$ cat src/rtl/low_to_high.sv
// rtl/low_to_high.sv - gathers 2^BRUST_SIZE_LOG narrow beats into one wide word
//
// Purpose: receive-side width bridge. Narrow beats arrive one per
// valid/finish handshake and are packed LSB-first into a wide word.
// The finished word is then offered on the wide side until the consumer
// acknowledges it.
//
// Ports:
//   clk                clock, rising edge
//   rst                synchronous active-high reset
//   low_read_valid     narrow beat present (held until low_read_finish)
//   low_read_data      narrow beat, LOW_DATA_WIDTH bits
//   low_read_finish    one-cycle acknowledge of an accepted beat
//   high_write_valid   assembled wide word available (level)
//   high_write_finish  consumer took the wide word (one-cycle pulse)
//   high_write_data    assembled word, beat k at [k*W +: W]

module low_to_high #(
    parameter int LOW_DATA_WIDTH = 32,
    parameter int BRUST_SIZE_LOG = 2
) (
    input  logic                                          clk,
    input  logic                                          rst,
    input  logic                                          low_read_valid,
    input  logic [LOW_DATA_WIDTH-1:0]                     low_read_data,
    output logic                                          low_read_finish,
    output logic                                          high_write_valid,
    input  logic                                          high_write_finish,
    output logic [LOW_DATA_WIDTH*(2**BRUST_SIZE_LOG)-1:0] high_write_data
);

    localparam int N = 2 ** BRUST_SIZE_LOG;
    localparam logic [BRUST_SIZE_LOG-1:0] LAST_BEAT = '1;

    typedef enum logic {
        COLLECT = 1'b0,
        OUTPUT  = 1'b1
    } state_t;

    state_t                    state;
    logic [BRUST_SIZE_LOG-1:0] beat_counter;

    always_ff @(posedge clk) begin
        if (rst) begin
            state            <= COLLECT;
            beat_counter     <= '0;
            low_read_finish  <= 1'b0;
            high_write_valid <= 1'b0;
            high_write_data  <= '0;
        end else begin
            // Finish is a single-cycle pulse; only an accept re-raises it.
            low_read_finish <= 1'b0;
            case (state)
                COLLECT: begin
                    // The producer holds valid until it sees finish, so the
                    // cycle in which finish is high must not accept again.
                    if (low_read_valid && !low_read_finish) begin
                        high_write_data[int'(beat_counter)*LOW_DATA_WIDTH +: LOW_DATA_WIDTH]
                            <= low_read_data;
                        low_read_finish <= 1'b1;
                        beat_counter    <= beat_counter + 1'b1;
                        if (beat_counter == LAST_BEAT) begin
                            state            <= OUTPUT;
                            high_write_valid <= 1'b1;
                        end
                    end
                end
                OUTPUT: begin
                    // Narrow side is stalled here; the word stays frozen.
                    if (high_write_finish) begin
                        high_write_valid <= 1'b0;
                        state            <= COLLECT;
                    end
                end
                default: state <= COLLECT;
            endcase
        end
    end

endmodule

$ cat config.mk
export PLATFORM = sky130hd
export DESIGN_NAME = low_to_high
export DESIGN_NICKNAME = d
export VERILOG_FILES = /design/src/rtl/low_to_high.sv
export SDC_FILE = /design/constraint.sdc
export NUM_CORES = 1
export LEC_CHECK = 0
export CAP_MARGIN = 20
export CORE_MARGIN = 10
export CORE_UTILIZATION = 46
export CTS_BUF_LIST = sky130_fd_sc_hd__clkbuf_4 sky130_fd_sc_hd__clkbuf_8 sky130_fd_sc_hd__clkbuf_16
export DETAILED_ROUTE_END_ITERATION = 16
export PLACE_DENSITY = 0.91
export SYNTH_ARGS = -nofsm -noshare
export SYNTH_HDL_FRONTEND = slang
export SYNTH_SLANG_ARGS = --single-unit
$ cat constraint.sdc
create_clock -name clk -period 2.5 [get_ports clk]
set_clock_uncertainty 0.15 [all_clocks]
set_input_delay 0.375 -clock clk [delete_from_list [all_inputs] [get_ports clk]]
set_output_delay 0.375 -clock clk [all_outputs]
set_load 0.02 [all_outputs]
==> flow_summary.toml <==
[setup_path]
required_ns = 1.98
max_stage_delay_ns = 0.72
cp-start-kind = "register"
path_cells = "clkdlybuf4s50_1"
worst-path-buf-inv = 1
cpMaxStageDelayCell = "clkdlybuf4s50_1"
r2r_slack_ns = 0.28
cpLargestDelayFamily = "buffers and inverters"
crit_type = "register to primary output"
critPathCaptureType = "primary output"
r2r_cells = 6
crit_arrival_ns = 1.84
critPathMaxFanout = 10
worstReg2RegStart = "beat_counter[1]"
r2r-end = "high_write_data[104]"

[clock_network]
ctsResizeCount = 0
ctsHoldBuffers = 0
clockBufferDepth = 2
numCtsBuffers = 17
clock_sinks = 133
clkTransAtPathRegs_ns = 0.06
cts_setup_buffers = 0
cts_tree = "built"
htree_levels = 4
clk_latency_ns = 0.51
clock-root-buffer = "clkbuf_8"

[placed_design]
dpl-instance-area_mm2 = 0.006868
port_buffers = 165
gp_congestion = 0.8765
dp_hpwl_um = 12410

[die]
fp.dieArea_mm2 = 0.01545
io_pins = 166
dieHeight_um = 124.3
core_mm2 = 0.01075
start_util = 0.4658
die_w_um = 124.3
rows = 38

[detailed_routing]
drt_iter0_markers = 522
ant_nets = 0
wl_per_cell_um = 19.12
drc = 0
avgViaCountPerCell = 5.574
dr.pass1.iters = 8
wirelength_um = 17450
vias = 5089

[power]
leakagePower_uw = 0.002467
ir_drop_v = 0.0005715
power_density_mw_per_mm2 = 708.9

[layout]
fin_nets = 801
nFillCells = 832
multi_input_area_mm2 = 0.002146
regArea_mm2 = 0.002663
drive_above_1_share = 0.09185
fin_area_mm2 = 0.007478
antennaDiodeCount = 0
syn2layout_area_growth_pct = 49.42

[synth]
avgSynthCellArea_um2 = 8.218
synthCells = 609
ys_ff_latch = 133
synth_top_cell_area_share = 0.5320
synth.area.top_cells = "dfxtp_1 53%, a21oi_1 13%, nand3_1 13%, nand2_1 9.7%, buf_2 2.4%"
syn_area_mm2 = 0.005005
yosysUniqueCellTypes = 22
post-synth-top-area-cell = "dfxtp_1"
ys_warn_count = 0
syn_nets = 650
ys_seq_area_frac = 0.5320

[status]
status = "finished, final reports clean"

[sta]
maxSlewViolCount = 0
rsz0062_at_grt = "no"
setup_viol = 0
tns_ns = 0
relSlewSlack = 0.6304
fin_crit_sh = 0.9459
hold_viol = 0
period_minus_slack_ns = 2.365
worstMarginPinSlew_ns = 0.5520
fmax_mhz = 422.9

[flow_run]
cap_violations = 0

[global_routing]
grtUsageTotal = 0.2159
first_global_vias = 5048
antenna_found_initial = 0
grt_max_degree = 56
grt_pass1_wl_um = 27570
overflow = 0

[hold_path]
hold_depth = 2
hp-class = "input pin to register"
holdPathEnd = "high_write_valid"
hold_start = "rst"
## worst register-to-register path, cell delays in order (launching register included)
cell and delay, ns:
dfxtp_1 0.37, inv_1 0.10, ha_1 0.43, nor3b_4 0.54, buf_12 0.22, nand3_1 0.11
a21oi_1 0.21
## power breakdown
| group | total, uW | switching, uW | internal, uW | leakage (uW) |
|---|---|---|---|---|
| logic | 579 | 356 | 223 | 0.00109 |
| registers | 2180 | 24.2 | 2160 | 0.00107 |
| clock network | 2540 | 901 | 1640 | 0.000299 |
| total | 5300 | 1280 | 4020 | 0.00247 |
## placed cells by master, fill, tap and decap left out, drive strengths merged
cell type	instances
and3b	1
nor2b	1
bufinv	4
xnor2	1
clkbuf	19
nor4bb	4
nor3b	3
nor2	3
and4bb	1
dfxtp	133
inv	3
nand2	129
clkinvlp	2
mux2i	1
nand4bb	4
buf	28
clkdlybuf4s50	164
nand2b	1
clkinv	6
a21oi	130
nor4b	2
ha	5
nand3	128
## how the worst max path moves through the flow
stage	start	to	slack [ns]	cells past startpoint
floorplan	beat_counter[0]	high_write_data[90]	0.50	6
global placement	low_read_valid	high_write_data[0]	0.40	5
detailed placement	low_read_valid	high_write_data[78]	0.34	5
CTS	low_read_finish	low_read_finish	0.11	1
global route	low_read_finish	low_read_finish	0.07	1
finish	low_read_finish	low_read_finish	0.14	1
## kinds of logic (layout without fill, tap and decap cells)
logic type,Yosys count,in the layout,synth area share
mux,1,1,0.002000
buf+inv,62,226,0.05500
flops,133,133,0.5320
simple gates,277,277,0.2667
xor+xnor,1,1,0.001750
fa+ha+maj,5,5,0.01250
compound gates,130,130,0.1300
## cell type report
type	count	share of cell area
inverters	2	0.001004
clock buffers	19	0.05739
well taps	140	0.02342
repair buffers	192	0.2510
flip-flops and latches	133	0.3560
clock inverters	13	0.02426
multi-input cells	414	0.2869
## routing by layer
layer,track usage,share of wire
met1,0.2393,0.38
met2,0.3663,0.49
met3,0.09362,0.11
met4,0.06306,0.016
met5,0,0
## through the flow
step                power (uW)  hold WS (ns)  utilization  cells  worst slack [ns]
floorplan                 2523        0.3636            -    609            0.4997
global placement          2785        0.2871       0.6391    881            0.3996
detailed placement        2797        0.2931       0.6391    881            0.3424
CTS                       5326       0.09147       0.6960    913            0.1118
global route              5461        0.1234       0.6960    913           0.06582
finish                    5302        0.1063       0.6960    913            0.1353
## state kept, by name, indices dropped and copies added, names as in the netlist
register          cells
high_write_valid      1
beat_counter          2
state                 1
low_read_finish       1
high_write_data     128
## Yosys cell counts
cell type,instances
nor3b_2,2
buf_2,24
and3b_1,1
xnor2_1,1
a21oi_1,130
nand2_1,129
nor2b_1,1
nand2b_1,1
nor4b_4,2
clkbuf_1,32
nor3b_1,1
clkbuf_2,1
nand3_1,128
ha_1,5
inv_1,2
dfxtp_1,133
and4bb_1,1
buf_4,3
nor2_1,3
mux2i_1,1
nor4bb_1,4
nand4bb_1,4
No activity file was read; power rests on OpenSTA's default activity.
